--- src/rtl/shifter_pipe_pkg.sv ---
// Shared shift/rotate operation encodings; the ALU decode imports the same
// package so both sides agree on the op field.
package shifter_pipe_pkg;

  typedef enum logic [1:0] {
    OP_ROL = 2'b00,
    OP_SLL = 2'b01,
    OP_ROR = 2'b10,
    OP_SRA = 2'b11
  } shift_op_e;

  localparam int OP_W = 2;

endpackage

--- src/rtl/shifter_stage.sv ---
// One level of the log-shifter: fixed shift distance 2^LEVEL, selected by
// shamt bit LEVEL, followed by a valid/ready pipeline register.
module shifter_stage
  import shifter_pipe_pkg::*;
#(
  parameter int WIDTH    = 16,
  parameter int SHW      = 4,
  parameter int LEVEL    = 0,
  parameter bit RST_DATA = 1'b0
) (
  input  logic             clk,
  input  logic             rst,
  input  logic             up_valid,
  output logic             up_ready,
  input  logic [WIDTH-1:0] up_data,
  input  logic [OP_W-1:0]  up_op,
  input  logic [SHW-1:0]   up_shamt,
  output logic             dn_valid,
  input  logic             dn_ready,
  output logic [WIDTH-1:0] dn_data,
  output logic [OP_W-1:0]  dn_op,
  output logic [SHW-1:0]   dn_shamt
);

  localparam int DIST = 1 << LEVEL;

  // SRA fill comes from the current MSB; every earlier level preserved the
  // original sign bit there, so it always equals the operand's MSB.
  function automatic logic [WIDTH-1:0] shift_fixed(input logic [WIDTH-1:0] d,
                                                   input logic [OP_W-1:0]  op);
    logic signed [WIDTH-1:0] sd;
    sd = d;
    case (shift_op_e'(op))
      OP_ROL:  return (d << DIST) | (d >> (WIDTH - DIST));
      OP_SLL:  return d << DIST;
      OP_ROR:  return (d >> DIST) | (d << (WIDTH - DIST));
      OP_SRA:  return sd >>> DIST;
      default: return d;
    endcase
  endfunction

  logic             r_vld;
  logic [WIDTH-1:0] r_data;
  logic [OP_W-1:0]  r_op;
  logic [SHW-1:0]   r_shamt;
  logic [WIDTH-1:0] w_shifted;
  logic             w_load;

  assign w_shifted = up_shamt[LEVEL] ? shift_fixed(up_data, up_op) : up_data;
  assign up_ready  = ~r_vld | dn_ready;
  assign w_load    = up_ready & up_valid;

  always_ff @(posedge clk) begin
    if (rst) begin
      r_vld <= 1'b0;
    end else if (up_ready) begin
      r_vld <= up_valid;
    end
  end

  // Data only moves with a valid operation so a stalled result stays put.
  always_ff @(posedge clk) begin
    if (w_load) begin
      r_data  <= w_shifted;
      r_op    <= up_op;
      r_shamt <= up_shamt;
    end
    if (RST_DATA && rst) begin
      r_data <= '0;
    end
  end

  assign dn_valid = r_vld;
  assign dn_data  = r_data;
  assign dn_op    = r_op;
  assign dn_shamt = r_shamt;

endmodule

--- src/rtl/shifter_pipe.sv ---
// Pipelined barrel shifter: SHW registered log-shift levels with elastic
// valid/ready flow control; results leave in acceptance order.
module shifter_pipe
  import shifter_pipe_pkg::*;
#(
  parameter int WIDTH = 16,
  parameter int SHW   = $clog2(WIDTH)
) (
  input  logic             clk,
  input  logic             rst,
  input  logic             in_valid,
  output logic             in_ready,
  input  logic [WIDTH-1:0] in_data,
  input  logic [SHW-1:0]   in_shamt,
  input  logic [1:0]       in_op,
  output logic             out_valid,
  input  logic             out_ready,
  output logic [WIDTH-1:0] out_data,
  output logic             out_zero
);

  // Index k is the input of level k; index SHW is the output of the last level.
  logic             w_vld_p   [SHW+1];
  logic             w_rdy_p   [SHW+1];
  logic [WIDTH-1:0] w_data_p  [SHW+1];
  logic [OP_W-1:0]  w_op_p    [SHW+1];
  logic [SHW-1:0]   w_shamt_p [SHW+1];
  logic             w_unused_tail;

  assign w_vld_p[0]      = in_valid;
  assign w_data_p[0]     = in_data;
  assign w_op_p[0]       = in_op;
  assign w_shamt_p[0]    = in_shamt;
  assign w_rdy_p[SHW]    = out_ready;

  genvar k;
  generate
    for (k = 0; k < SHW; k++) begin : g_level
      shifter_stage #(
        .WIDTH    (WIDTH),
        .SHW      (SHW),
        .LEVEL    (k),
        .RST_DATA (k == SHW - 1)
      ) u_stage (
        .clk      (clk),
        .rst      (rst),
        .up_valid (w_vld_p[k]),
        .up_ready (w_rdy_p[k]),
        .up_data  (w_data_p[k]),
        .up_op    (w_op_p[k]),
        .up_shamt (w_shamt_p[k]),
        .dn_valid (w_vld_p[k+1]),
        .dn_ready (w_rdy_p[k+1]),
        .dn_data  (w_data_p[k+1]),
        .dn_op    (w_op_p[k+1]),
        .dn_shamt (w_shamt_p[k+1])
      );
    end
  endgenerate

  // Op and shamt are spent once the last level has used them.
  assign w_unused_tail = ^{w_op_p[SHW], w_shamt_p[SHW]};

  assign in_ready  = w_rdy_p[0] & ~rst;
  assign out_valid = w_vld_p[SHW] & ~rst;
  assign out_data  = w_data_p[SHW];
  assign out_zero  = (w_data_p[SHW] == '0);

endmodule

--- config.mk ---
export PLATFORM = sky130hd
export DESIGN_NAME = shifter_pipe
export DESIGN_NICKNAME = d
export VERILOG_FILES = /design/src/rtl/shifter_pipe_pkg.sv /design/src/rtl/shifter_stage.sv /design/src/rtl/shifter_pipe.sv
export SDC_FILE = /design/constraint.sdc
export NUM_CORES = 1
export LEC_CHECK = 0
export BUFFER_PORTS_ARGS = -buffer_cell sky130_fd_sc_hd__clkbuf_2
export CAP_MARGIN = 20
export CORE_MARGIN = 2
export CORE_UTILIZATION = 52
export DETAILED_ROUTE_END_ITERATION = 6
export MAX_ROUTING_LAYER = met4
export PLACE_DENSITY_LB_ADDON = 0.1
export SLEW_MARGIN = 25
export SYNTH_ARGS = -nofsm -noshare
export SYNTH_HDL_FRONTEND = slang
export SYNTH_SLANG_ARGS = --single-unit
--- constraint.sdc ---
create_clock -name clk -period 2.5 [get_ports clk]
set_input_delay 0.375 -clock clk [delete_from_list [all_inputs] [get_ports clk]]
set_output_delay 0.375 -clock clk [all_outputs]
set_load 0.1 [all_outputs]
==> qor.json <==
{
  "run_status": "completed",
  "syn_to_final_growth_pct": 11.4,
  "path_cells": "nor4_1, and4_1, clkbuf_2",
  "post_synth_inst_count": 355,
  "row_count": 31,
  "worstSetupStartpoint": "g_level[3].u_stage.dn_data[2]",
  "top_level_ports": 45,
  "routed_wirelength_mm": 6.81,
  "via_count_of_the_first_global_routing_pass": 2444,
  "dr_total_vias": 2663,
  "clock_skew_ns": 0.00937,
  "buf_inv_stages_crit_path": 1,
  "tritoncts_num_sinks": 80,
  "drc": 0,
  "grt_antenna_before_repair": 0,
  "synth_async_sr_flop_share": 0,
  "grt_util_all_layers": 0.179,
  "arr_time_crit_path_ns": 1.58,
  "synth_cell_types": 35,
  "floorplan.die.width_um": 90.5,
  "cts.path.max_buffers": 2,
  "seq_power_share": 0.559,
  "cts_buffers": 9,
  "synthesized_flop_and_latch_total": 80,
  "required_ns": 2.12,
  "cts_tree": "built",
  "critical_path.max_stage_delay_ns": 0.45,
  "placement.io_buffers": 44,
  "edff_count_synth": 60,
  "cts.repair.resized": 0,
  "grt_setup_unrepaired": "false",
  "final_period_minus_worst_setup_slack_ns": 1.95,
  "finalHoldWorstSlack_ns": 0.207,
  "dpl_cell_area_um2": 4150,
  "cp-start-kind": "flop",
  "synthTopCellsByCount": "a21oi_1, edfxtp_1, nor2_1, mux2i_1, nand2b_1",
  "setup.worst_path.class": "flop to output pin",
  "regToRegSetupSlack_ns": 0.84,
  "synthDominantCellAreaShare": 0.463,
  "worst_skew_pair.late_latency_ns": 0.34,
  "worstSetupPathDepth": 3,
  "gr-total-overflow": 0,
  "post-route-cell-area_um2": 4340,
  "commonest_register_cell_after_synthesis": "edfxtp_1",
  "synth_sequential_area_ratio": 0.566,
  "grt_first_pass_wirelength_mm": 11.4,
  "cts_root_buffer": "clkbuf_8",
  "post_cts_hold_buffer_count": 0,
  "post_drt_wl_per_cell_um": 13.8,
  "timing.max_slew.rel_slack": 0.380,
  "dieArea_um2": 8190,
  "finalMaxSlewViolations": 0,
  "worst_setup_path_endpoint": "out_zero",
  "worstSetupEndpointType": "output pin",
  "slew_at_the_pin_closest_to_its_max_slew_limit_ns": 0.930,
  "synth_warnings": 0,
  "die_y_um": 90.5,
  "postCtsSetupBuffers": 0,
  "finalSetupViolCount": 0,
  "detailed_place_hpwl_mm": 5.05,
  "fmax_mhz": 512,
  "rr_worst_depth": 1,
  "period_share": 0.782,
  "cts-htree-levels": 3,
  "critical_path.top_delay_family": "simple AND/OR/NAND/NOR gates",
  "synth.cell_area_um2": 3890,
  "synth.net_count": 381,
  "crit-reg2reg-launch": "g_level[0].u_stage.dn_shamt[1]",
  "drive_gt1_frac": 0.192,
  "power_density_nw_per_um2": 648,
  "hold_viol_final": 0,
  "initial_core_util": 0.536,
  "switchingPower_mw": 0.730,
  "max-vdd-ir-drop_v": 0.000269,
  "finalWeightedCongestion": 0.839,
  "cellInternalPower_mw": 2.08,
  "post_synth.cell_area_avg_um2": 11.0,
  "floorplan.core_area_um2": 7250,
  "worst_setup_hold_path_clk_slew_ns": 0.07,
  "n_fill_cell": 614,
  "synth.largest_area_cell": "edfxtp_1",
  "vias_per_cell": 5.39,
  "antenna_left": 0,
  "largest_net_degree_at_the_start_of_global_routing": 34,
  "synthMostInstantiatedCell": "a21oi_1",
  "cpMaxStageDelayCell": "clkbuf_2",
  "swShare": 0.260,
  "reg2reg_to": "g_level[1].u_stage.dn_data[14]",
  "leakagePower_nw": 1.63,
  "synthTopCellsByArea": "edfxtp_1, dfxtp_1, mux2i_1",
  "hold_path.class": "primary input to flop",
  "setup_tns_ns": 0,
  "finalNetCount": 416,
  "detailedRoute.firstIterationViolations": 172,
  "antenna_diode_count": 0,
  "drt_pre_antenna_iters": 4,
  "critical_path_peak_fanout": 3,
  "pwr-share-clk": 0.319,
  "number_of_maximum_capacitance_violations": 0,
  "comb_power_share": 0.122
}
## state kept, by name, summed over array words and instances (netlist names)
| signal | count |
|---|---|
| g_level.u_stage.dn_op | 6 |
| g_level.u_stage.dn_valid | 4 |
| g_level.u_stage.dn_shamt | 6 |
| g_level.u_stage.dn_data | 64 |
## worst min-delay path by stage
stage | from | cells past startpoint | end | slack, ns
after detailed placement | g_level[0].u_stage.dn_shamt[3] | 0 | g_level[1].u_stage.dn_shamt[3] | 0.41
after global placement | g_level[0].u_stage.dn_shamt[3] | 0 | g_level[1].u_stage.dn_shamt[3] | 0.40
final | in_shamt[1] | 1 | g_level[0].u_stage.dn_shamt[1] | 0.21
after floorplan | g_level[0].u_stage.dn_shamt[2] | 0 | g_level[1].u_stage.dn_shamt[2] | 0.40
after CTS | in_shamt[1] | 1 | g_level[0].u_stage.dn_shamt[1] | 0.18
after global routing | in_shamt[1] | 1 | g_level[0].u_stage.dn_shamt[1] | 0.19
## area by class of cell
type,instances,area (µm²),area share
clock inverter,6,60.1,0.0139
inverter,2,7.51,0.00173
multi-input combinational,246,1540,0.356
sequential,80,2200,0.508
tap,99,124,0.0286
clock buffer,10,128,0.0294
timing repair buffer,51,273,0.0629
## cell families (layout without fill, tap and decap cells)
kind of cell,count (synthesis),in the layout,share of synthesized area
flip-flops,80,80,0.566
buffers and inverters,29,69,0.0399
multiplexers,40,40,0.104
AND/OR/NAND/NOR,110,110,0.141
AO/OA/AOI/OAI,96,96,0.149
## power by group through the flow
stage	sequential, mW	combinational [mW]	clock, mW
6_report	1.57	0.343	0.895
5_1_grt	1.58	0.373	0.978
4_1_cts	1.57	0.344	0.918
3_5_place_dp	1.60	0.342	0
3_3_place_gp	1.60	0.338	0
2_1_floorplan	1.63	0.229	0
## through the flow
stage | std cells | setup WS [ns] | total power [mW] | util
2_1_floorplan | 355 | 0.293 | 1.86 | -
3_5_place_dp | 478 | 0.778 | 1.94 | 0.572
6_report | 494 | 0.546 | 2.81 | 0.598
3_3_place_gp | 478 | 0.787 | 1.94 | 0.572
5_1_grt | 494 | 0.431 | 2.93 | 0.598
4_1_cts | 494 | 0.508 | 2.83 | 0.598
## cells in the final DEF, fill, tap and decap left out, types with 2 or more instances in the layout
cell and instances:
mux2_2 4, clkinv_2 3, buf_4 7, nand3_1 16, edfxtp_1 60, nor2_1 52
dfxtp_1 20, clkbuf_8 9, nand2b_1 22, nor2b_1 4, mux2i_1 36, a31oi_1 3
nor4_1 4, a21oi_1 65, a22oi_1 6, inv_1 2, nand2_1 3, a311oi_1 15
clkbuf_2 44, clkinvlp_4 2
## routing by layer
| metal | vias up | track usage | routed length, µm |
|---|---|---|---|
| met2 | 56 | 0.312 | 3610 |
| met1 | 1200 | 0.200 | 2900 |
| met3 | 9 | 0.0317 | 197 |
| li1 | 1398 | - | - |
| met5 | - | - | 0 |
| met4 | 0 | 0.0795 | 109 |
Note: power is estimated with default switching activity, not from simulation.
